<file path="src/rtl/trigger_gen_multi.sv">
// Multi-channel programmable trigger generator: per-channel modulo-period counters with registered pulses.
// Build option: define TRIG_GEN_LEVEL_EN to turn each trigger into a toggling level (square wave of period 2P).
module trigger_gen_multi #(
    parameter int WIDTH          = 8,
    parameter int CHANNELS       = 4,
    parameter int DEFAULT_PERIOD = 2,
    localparam int CH_W          = (CHANNELS > 1) ? $clog2(CHANNELS) : 1
) (
    input  logic                clk,
    input  logic                rst,
    input  logic                cfg_we,
    input  logic [CH_W-1:0]     cfg_ch,
    input  logic [WIDTH-1:0]    cfg_period,
    input  logic                cfg_oneshot,
    input  logic [CHANNELS-1:0] start,
    input  logic [CHANNELS-1:0] stop,
    input  logic [CHANNELS-1:0] nul,
    output logic [CHANNELS-1:0] trigger,
    output logic [CHANNELS-1:0] busy,
    output logic                cfg_err
);

    typedef enum logic {
        IDLE = 1'b0,
        RUN  = 1'b1
    } state_t;

`ifdef TRIG_GEN_LEVEL_EN
    localparam logic LEVEL_MODE = 1'b1;
`else
    localparam logic LEVEL_MODE = 1'b0;
`endif

    localparam logic [CH_W:0]    CH_LIM    = (CH_W + 1)'(CHANNELS);
    localparam logic [WIDTH-1:0] PERIOD_RV = WIDTH'(DEFAULT_PERIOD);
    localparam logic [WIDTH-1:0] ONE_W     = WIDTH'(1);

    logic cfg_ok_s;
    logic cfg_err_r;

    assign cfg_ok_s = cfg_we && (cfg_period != '0) && ({1'b0, cfg_ch} < CH_LIM);
    assign cfg_err  = cfg_err_r;

    // Rejected-write flag, one cycle wide and one cycle late.
    always_ff @(posedge clk or negedge rst) begin
        if (!rst) begin
            cfg_err_r <= 1'b0;
        end else begin
            cfg_err_r <= cfg_we && !cfg_ok_s;
        end
    end

    for (genvar g = 0; g < CHANNELS; g++) begin : g_ch
        state_t           state_r;
        logic [WIDTH-1:0] cnt_r;
        logic [WIDTH-1:0] period_r;
        logic [WIDTH-1:0] last_s;
        logic             oneshot_r;
        logic             trig_r;
        logic             busy_r;
        logic             fin_s;
        logic             hit_s;

        // >= rather than == so a period shrunk below the live count still terminates.
        assign last_s  = period_r - ONE_W;
        assign fin_s   = (state_r == RUN) && (cnt_r >= last_s);
        assign hit_s   = cfg_ok_s && (cfg_ch == CH_W'(g));
        assign trigger[g] = trig_r;
        assign busy[g]    = busy_r;

        // Per-channel configuration; a running channel sees the new period on the next compare.
        always_ff @(posedge clk or negedge rst) begin
            if (!rst) begin
                period_r  <= PERIOD_RV;
                oneshot_r <= 1'b0;
            end else if (hit_s) begin
                period_r  <= cfg_period;
                oneshot_r <= cfg_oneshot;
            end else begin
                period_r  <= period_r;
                oneshot_r <= oneshot_r;
            end
        end

        // Channel FSM: counter, state, busy and trigger register.
        always_ff @(posedge clk or negedge rst) begin
            if (!rst) begin
                state_r <= IDLE;
                cnt_r   <= '0;
                trig_r  <= 1'b0;
                busy_r  <= 1'b0;
            end else begin
                case (state_r)
                    IDLE: begin
                        cnt_r <= '0;
                        if (start[g] && !stop[g]) begin
                            state_r <= RUN;
                            busy_r  <= 1'b1;
                            trig_r  <= 1'b0;
                        end else begin
                            state_r <= IDLE;
                            busy_r  <= 1'b0;
                            // A level left high by a one-shot finish holds until stop/start/reset.
                            trig_r  <= LEVEL_MODE ? (trig_r && !stop[g]) : 1'b0;
                        end
                    end
                    RUN: begin
                        if (stop[g]) begin
                            state_r <= IDLE;
                            busy_r  <= 1'b0;
                            cnt_r   <= '0;
                            trig_r  <= 1'b0;
                        end else if (start[g]) begin
                            state_r <= RUN;
                            busy_r  <= 1'b1;
                            cnt_r   <= '0;
                            trig_r  <= LEVEL_MODE ? 1'b0 : fin_s;
                        end else if (nul[g]) begin
                            state_r <= RUN;
                            busy_r  <= 1'b1;
                            cnt_r   <= '0;
                            trig_r  <= LEVEL_MODE ? (trig_r ^ fin_s) : fin_s;
                        end else if (fin_s) begin
                            cnt_r  <= '0;
                            trig_r <= LEVEL_MODE ? !trig_r : 1'b1;
                            if (oneshot_r) begin
                                state_r <= IDLE;
                                busy_r  <= 1'b0;
                            end else begin
                                state_r <= RUN;
                                busy_r  <= 1'b1;
                            end
                        end else begin
                            state_r <= RUN;
                            busy_r  <= 1'b1;
                            cnt_r   <= cnt_r + ONE_W;
                            trig_r  <= LEVEL_MODE ? trig_r : 1'b0;
                        end
                    end
                    default: begin
                        state_r <= IDLE;
                        busy_r  <= 1'b0;
                        cnt_r   <= '0;
                        trig_r  <= 1'b0;
                    end
                endcase
            end
        end
    end

endmodule
</file>
<file path="config.mk">
export PLATFORM = sky130hd
export DESIGN_NAME = trigger_gen_multi
export DESIGN_NICKNAME = d
export VERILOG_FILES = /design/src/rtl/trigger_gen_multi.sv
export SDC_FILE = /design/constraint.sdc
export NUM_CORES = 1
export LEC_CHECK = 0
export ABC_AREA = 0
export BUFFER_PORTS_ARGS = -buffer_cell sky130_fd_sc_hd__buf_2
export CORE_MARGIN = 3
export CORE_UTILIZATION = 60
export CTS_CLUSTER_DIAMETER = 80
export DETAILED_ROUTE_END_ITERATION = 12
export PLACE_DENSITY = 0.8
export SETUP_SLACK_MARGIN = 0.15
export SLEW_MARGIN = 15
export SYNTH_ARGS = -nofsm -noshare
export SYNTH_HDL_FRONTEND = slang
export SYNTH_SLANG_ARGS = --single-unit
</file>
<file path="constraint.sdc">
create_clock -name clk -period 3 [get_ports clk]
set_input_delay 0.15 -clock clk [delete_from_list [all_inputs] [get_ports clk]]
set_output_delay 0.15 -clock clk [all_outputs]
set_load 0.005 [all_outputs]
</file>
Word-level counts from Yosys, hierarchy flattened
Cells that the tools add are included. Widths: inputs -> output; s select.

$add $sub $neg: 8. Magnitude comparators: 4. Equal/unequal tests: 3. Muxes and demuxes: 68. Bitwise logic cells: 4. Reduce and logical (&&, ||, !) cells: 21.

Operator list (count): $mux 8 (16); $pmux 8 s2 (4); $mux 1 (40); $add 8x1->8 const B (4); $ge 8x8->1 (4); $sub 8x1->8 const B (4); $pmux 1 s2 (8); $logic_and 1x1->1 (14); $reduce_bool 8->1 (1); $logic_not 1->1 (5); $eq 2x2->1 const B (2); $not 1->1 (4); $eq 2x1->1 const B (1); $logic_not 2->1 (1).

Bits in registers: 77. Bits of input ports: 26. Output and inout bits: 9. Logic and storage cells: 129.

Longest topological paths before layout
Depth in word-level cells: 8. Depth in mapped cells: 10. Gate-level depth less buffers: 10.

Worst setup path before layout
Ideal clock, no wire load.

Path type: register to register. Start: register g_ch[1].period_r[5]. End: register g_ch[1].cnt_r[2]. Setup time: 0.077 ns. Arrival time: 2.407 ns. Required time: 2.923 ns. Path slack: 0.516 ns. Cell stages (with the launch flop): 9. Path buffers: 0. Period minus slack after synthesis: 2.484 ns. Cells stage by stage: dfrtp_1 -> or4_1 -> nor4_1 -> xnor2_1 -> ha_1 -> and2_1 -> a221oi_1 -> o2111ai_1 -> nor2_1.

Longest elaborated chain between the ends: 8.

RTL lines: from (decl) (RTL line 56) `logic [WIDTH-1:0] period_r;`; from (signal assigned) (RTL line 77) `period_r <= cfg_period;`; from (signal assigned) (RTL line 80) `period_r <= period_r;`; $sub 8x1->8 (RTL line 65) `assign last_s = period_r - ONE_W;`; $ge 8x8->1 (RTL line 66) `assign fin_s = (state_r == RUN) && (cnt_r >= last_s);`; $logic_and 1x1->1 (RTL line 66); $mux 8 (RTL line 123) `end else if (fin_s) begin`; $mux 8 (RTL line 118) `end else if (nul[g]) begin`; $mux 8 (RTL line 113) `end else if (start[g]) begin`; $mux 8 (RTL line 108) `if (stop[g]) begin`; $pmux 8 s2 (RTL line 93) `case (state_r)`; to (signal assigned) (RTL line 136) `cnt_r <= cnt_r + ONE_W;`; to (decl) (RTL line 55) `logic [WIDTH-1:0] cnt_r;`.

No other way between the ends. A chain may end at the register's enable or synchronous reset.

Worst setup path in the final report
Start: register g_ch[1].period_r[5]. End: register g_ch[1].busy_r.

Longest elaborated chain between the ends: 8.

RTL lines: $sub 8x1->8 (RTL line 65); $ge 8x8->1 (RTL line 66); $logic_and 1x1->1 (RTL line 66); $mux 1 (RTL line 123); $mux 1 (RTL line 118); $mux 1 (RTL line 113); $mux 1 (RTL line 108); $pmux 1 s2 (RTL line 93); to (signal assigned) (RTL line 110) `busy_r <= 1'b0;`; to (signal assigned) (RTL line 115) `busy_r <= 1'b1;`; to (signal assigned) (RTL line 120) `busy_r <= 1'b1;`; to (decl) (RTL line 60) `logic busy_r;`.

No other way between the ends.

==> out/metrics.csv <==
stage,metric,value,unit
critical_path,crit_chain,or4_1 > nor4_2 > xnor2_1 > ha_1 > and2_1 > a221oi_2 > o21ai_0 > a311oi_1,
finish,post-route-util,71.27,%
die,die_x,91.26,um
global_routing,grt_pass1_vias,3065,
yosys,yosysSeqAreaShare,44.29,%
die,initial_core_util,63.15,%
yosys,ys.flop_type,dfrtp_1,
critical_path,start_kind,flop,
die,die_area,0.008328,sq mm
global_routing,antenna_found_initial,0,
power_and_ir_drop,power.density,549.6,mW/mm^2
hold_path,hold_path_class,in2reg,
drt,drc_errors,0,
yosys,synth_edf_count,0,
global_routing,grt_pass1_wl,14.29,mm
critical_path,path_max_fanout,3,
die,core-area,0.006907,sq mm
critical_path,worstSetupEndpointType,flop,
die,die_h,91.26,um
drt,drtIter0Drc,158,
clocking,numCtsBuffers,9,
finish,finish.net_count,489,
clocking,cts_max_level,3,
critical_path,cp.required,3250,ps
sta,slew_headroom,37.03,%
yosys,ys_seq_elements,77,
clocking,cts_tree,built,
power_and_ir_drop,ir_drop,319.3,uV
drt,wl_per_cell,15.72,um
yosys,ys_async_sr_fraction,100.0,%
finish,syn_to_final_growth,12.85,%
flow_run,cap_violations,0,
global_routing,overflow,0,
sta,finalSetupViolCount,0,
sta,slew_violations,0,
global_routing,grt_max_degree,78,
yosys,synth_nets,448,
sta,rsz0062_at_grt,false,
placed_design,io_buffers,34,
clocking,cts_max_path_buffers,2,
die,io_pins,35,
clocking,cts_sinks,77,
placed_design,hpwlAfterDp,5.714,mm
sta,fmax,0.3609,GHz
critical_path,crit_type,reg2reg,
yosys,syn_area,0.004362,sq mm
critical_path,crit_path_max_incr_delay,590,ps
placed_design,dp.cells,503,
power_and_ir_drop,power.leakage,0.002304,uW
yosys,avgSynthCellArea,11.42,sq um
drt,drtAntennaViolNets,0,
drt,viasPerCell,5.597,
sta,fin_tns_setup,0,ps
critical_path,arrival,3020,ps
finish,fin_cells,524,
clocking,clock_latency,350,ps
sta,fin_worst_skew,8.882,ps
finish,drive_gt1_share,24.30,%
critical_path,cp_slowest_cell,or4_1,
finish,n_antenna_cell,0,
critical_path,cp_top_family,simple AND/OR/NAND/NOR gates,
yosys,synthCells,382,
critical_path,cp.buffers_inverters,0,
global_routing,grt.total_usage,21.30,%
die,rows,30,
drt,wl,8.235,mm
run_status,status,finished clean,
sta,period_needed,2771,ps
sta,tightest_slew,944.6,ps
drt,vias,2933,
clocking,root_buffer,clkbuf_8,
drt,drt_first_pass_iters,4,
clocking,clk_pin_slew_worst_paths,70,ps
sta,period_share,92.36,%
yosys,synthDistinctLibCells,34,
yosys,yosys_warnings,0,
sta,finalHoldViolCount,0,
placed_design,place_congestion,0.8734,
==> path summary, 6_finish.rpt <==
kind | start | end | slack [ps] | cells after the start
worst max-delay path | g_ch[1].period_r[5] | g_ch[1].busy_r | 230 | 8
worst min-delay path | start[0] | g_ch[0].busy_r | 80 | 3
worst max register to register | g_ch[1].period_r[5] | g_ch[1].busy_r | 230 | 8
worst min register to register | g_ch[3].oneshot_r | g_ch[3].busy_r | 480 | 1
max in group asynchronous | rst | g_ch[1].cnt_r[4] | 1910 | 2
min in group asynchronous | rst | g_ch[2].cnt_r[4] | 490 | 2
==> worst reg2reg max path, cell delays in order, from the launching register on <==
cell,delay [ps]
dfrtp_1,410
or4_1,590
nor4_2,220
xnor2_1,160
ha_1,290
and2_1,210
a221oi_2,340
o21ai_0,180
a311oi_1,290
==> what timing repair did <==
| action | 4_1_cts | 5_1_grt |
|---|---|---|
| buffers inserted | 0 | 0 |
| hold endpoints to repair | 70 | 0 |
| gates resized for setup | 0 | 6 |
| hold buffers | 5 | 0 |
| setup endpoints to repair | 0 | 22 |
==> synthesized netlist by cell type, types with 4 or more instances <==
master / count / share of area (%)
a31oi_1: 4 / 0.57
dfstp_2: 4 / 2.4
o2111ai_1: 8 / 1.6
nor2_1: 47 / 4.0
a21o_1: 4 / 0.69
o21ai_0: 4 / 0.46
a221oi_1: 4 / 0.80
a211o_1: 4 / 0.80
buf_4: 8 / 1.4
xor2_1: 26 / 5.2
nand2_1: 7 / 0.60
nor3_1: 7 / 0.80
nand3_1: 22 / 2.5
mux2_2: 18 / 4.6
xnor2_1: 22 / 4.4
a311oi_1: 4 / 0.80
ha_1: 40 / 11
mux2_4: 18 / 6.2
nor2b_1: 4 / 0.57
nand2b_1: 4 / 0.57
inv_1: 17 / 1.5
and3_1: 8 / 1.1
and2_1: 9 / 1.3
dfrtp_1: 73 / 42
nor4_1: 4 / 0.57
==> power by group <==
part	internal, uW	total, uW	switching [uW]
Clock	558	917	359
Combinational	282	536	254
Sequential	1140	1250	108
==> routing by layer <==
layer	up-vias	wire (um)	global-route usage [%]
met3	12	335	5.965
met5	-	0	0
met4	0	117	6.784
met2	49	4039	33.97
li1	1427	-	-
met1	1445	3743	28.21
==> metrics by stage <==
| stage | setup slack [ps] | cell area [sq um] | hold slack [ps] | power [uW] |
|---|---|---|---|---|
| 2_1_floorplan | 516.4 | 4362 | -145.6 | 1630 |
| 3_3_place_gp | 341.6 | 4591 | 318.0 | 1749 |
| 3_5_place_dp | 205.4 | 4591 | 325.5 | 1782 |
| 4_1_cts | 189.5 | 4885 | 62.79 | 2720 |
| 5_1_grt | 133.3 | 4922 | 76.36 | 2855 |
| 6_report | 229.3 | 4922 | 76.44 | 2705 |
==> flip-flops by register name, summed over array words and instances, names as in the netlist <==
| name | cells |
|---|---|
| cfg_err | 1 |
| g_ch.busy_r | 4 |
| g_ch.cnt_r | 32 |
| g_ch.oneshot_r | 4 |
| g_ch.period_r | 32 |
| g_ch.trig_r | 4 |
==> cell usage in the layout, fill, tap and decap left out, drive strengths merged, types with 5 or more instances in the layout <==
| cell type | count |
|---|---|
| nor2 | 48 |
| mux2 | 36 |
| and3 | 8 |
| inv | 17 |
| and2 | 9 |
| xnor2 | 22 |
| nand3 | 22 |
| dfrtp | 73 |
| buf | 35 |
| nand2 | 7 |
| clkbuf | 13 |
| xor2 | 26 |
| nor3 | 8 |
| dlygate4sd3 | 5 |
| o2111ai | 8 |
| ha | 40 |
==> cell families (layout without fill, tap and decap cells) <==
family | count (synthesis) | after routing | synth area share (%)
XOR/XNOR | 48 | 48 | 9.638
flip-flops | 77 | 77 | 44.29
adder cells (fa/ha/maj) | 40 | 40 | 11.47
AO/OA/AOI/OAI | 32 | 32 | 5.737
multiplexers | 36 | 36 | 10.84
AND/OR/NAND/NOR | 122 | 122 | 14.66
buffers and inverters | 27 | 73 | 3.356
==> layout make-up <==
| class | instances | area (sq um) |
|---|---|---|
| Clock buffer | 13 | 178.9 |
| Sequential cell | 77 | 1932 |
| Timing Repair Buffer | 40 | 230.2 |
| Fill cell | 515 | 1984 |
| Inverter | 17 | 63.81 |
| Multi-Input combinational cell | 278 | 2332 |
| Clock inverter | 3 | 65.06 |
| Tap cell | 96 | 120.1 |
No activity file was read; power rests on OpenSTA's default activity.
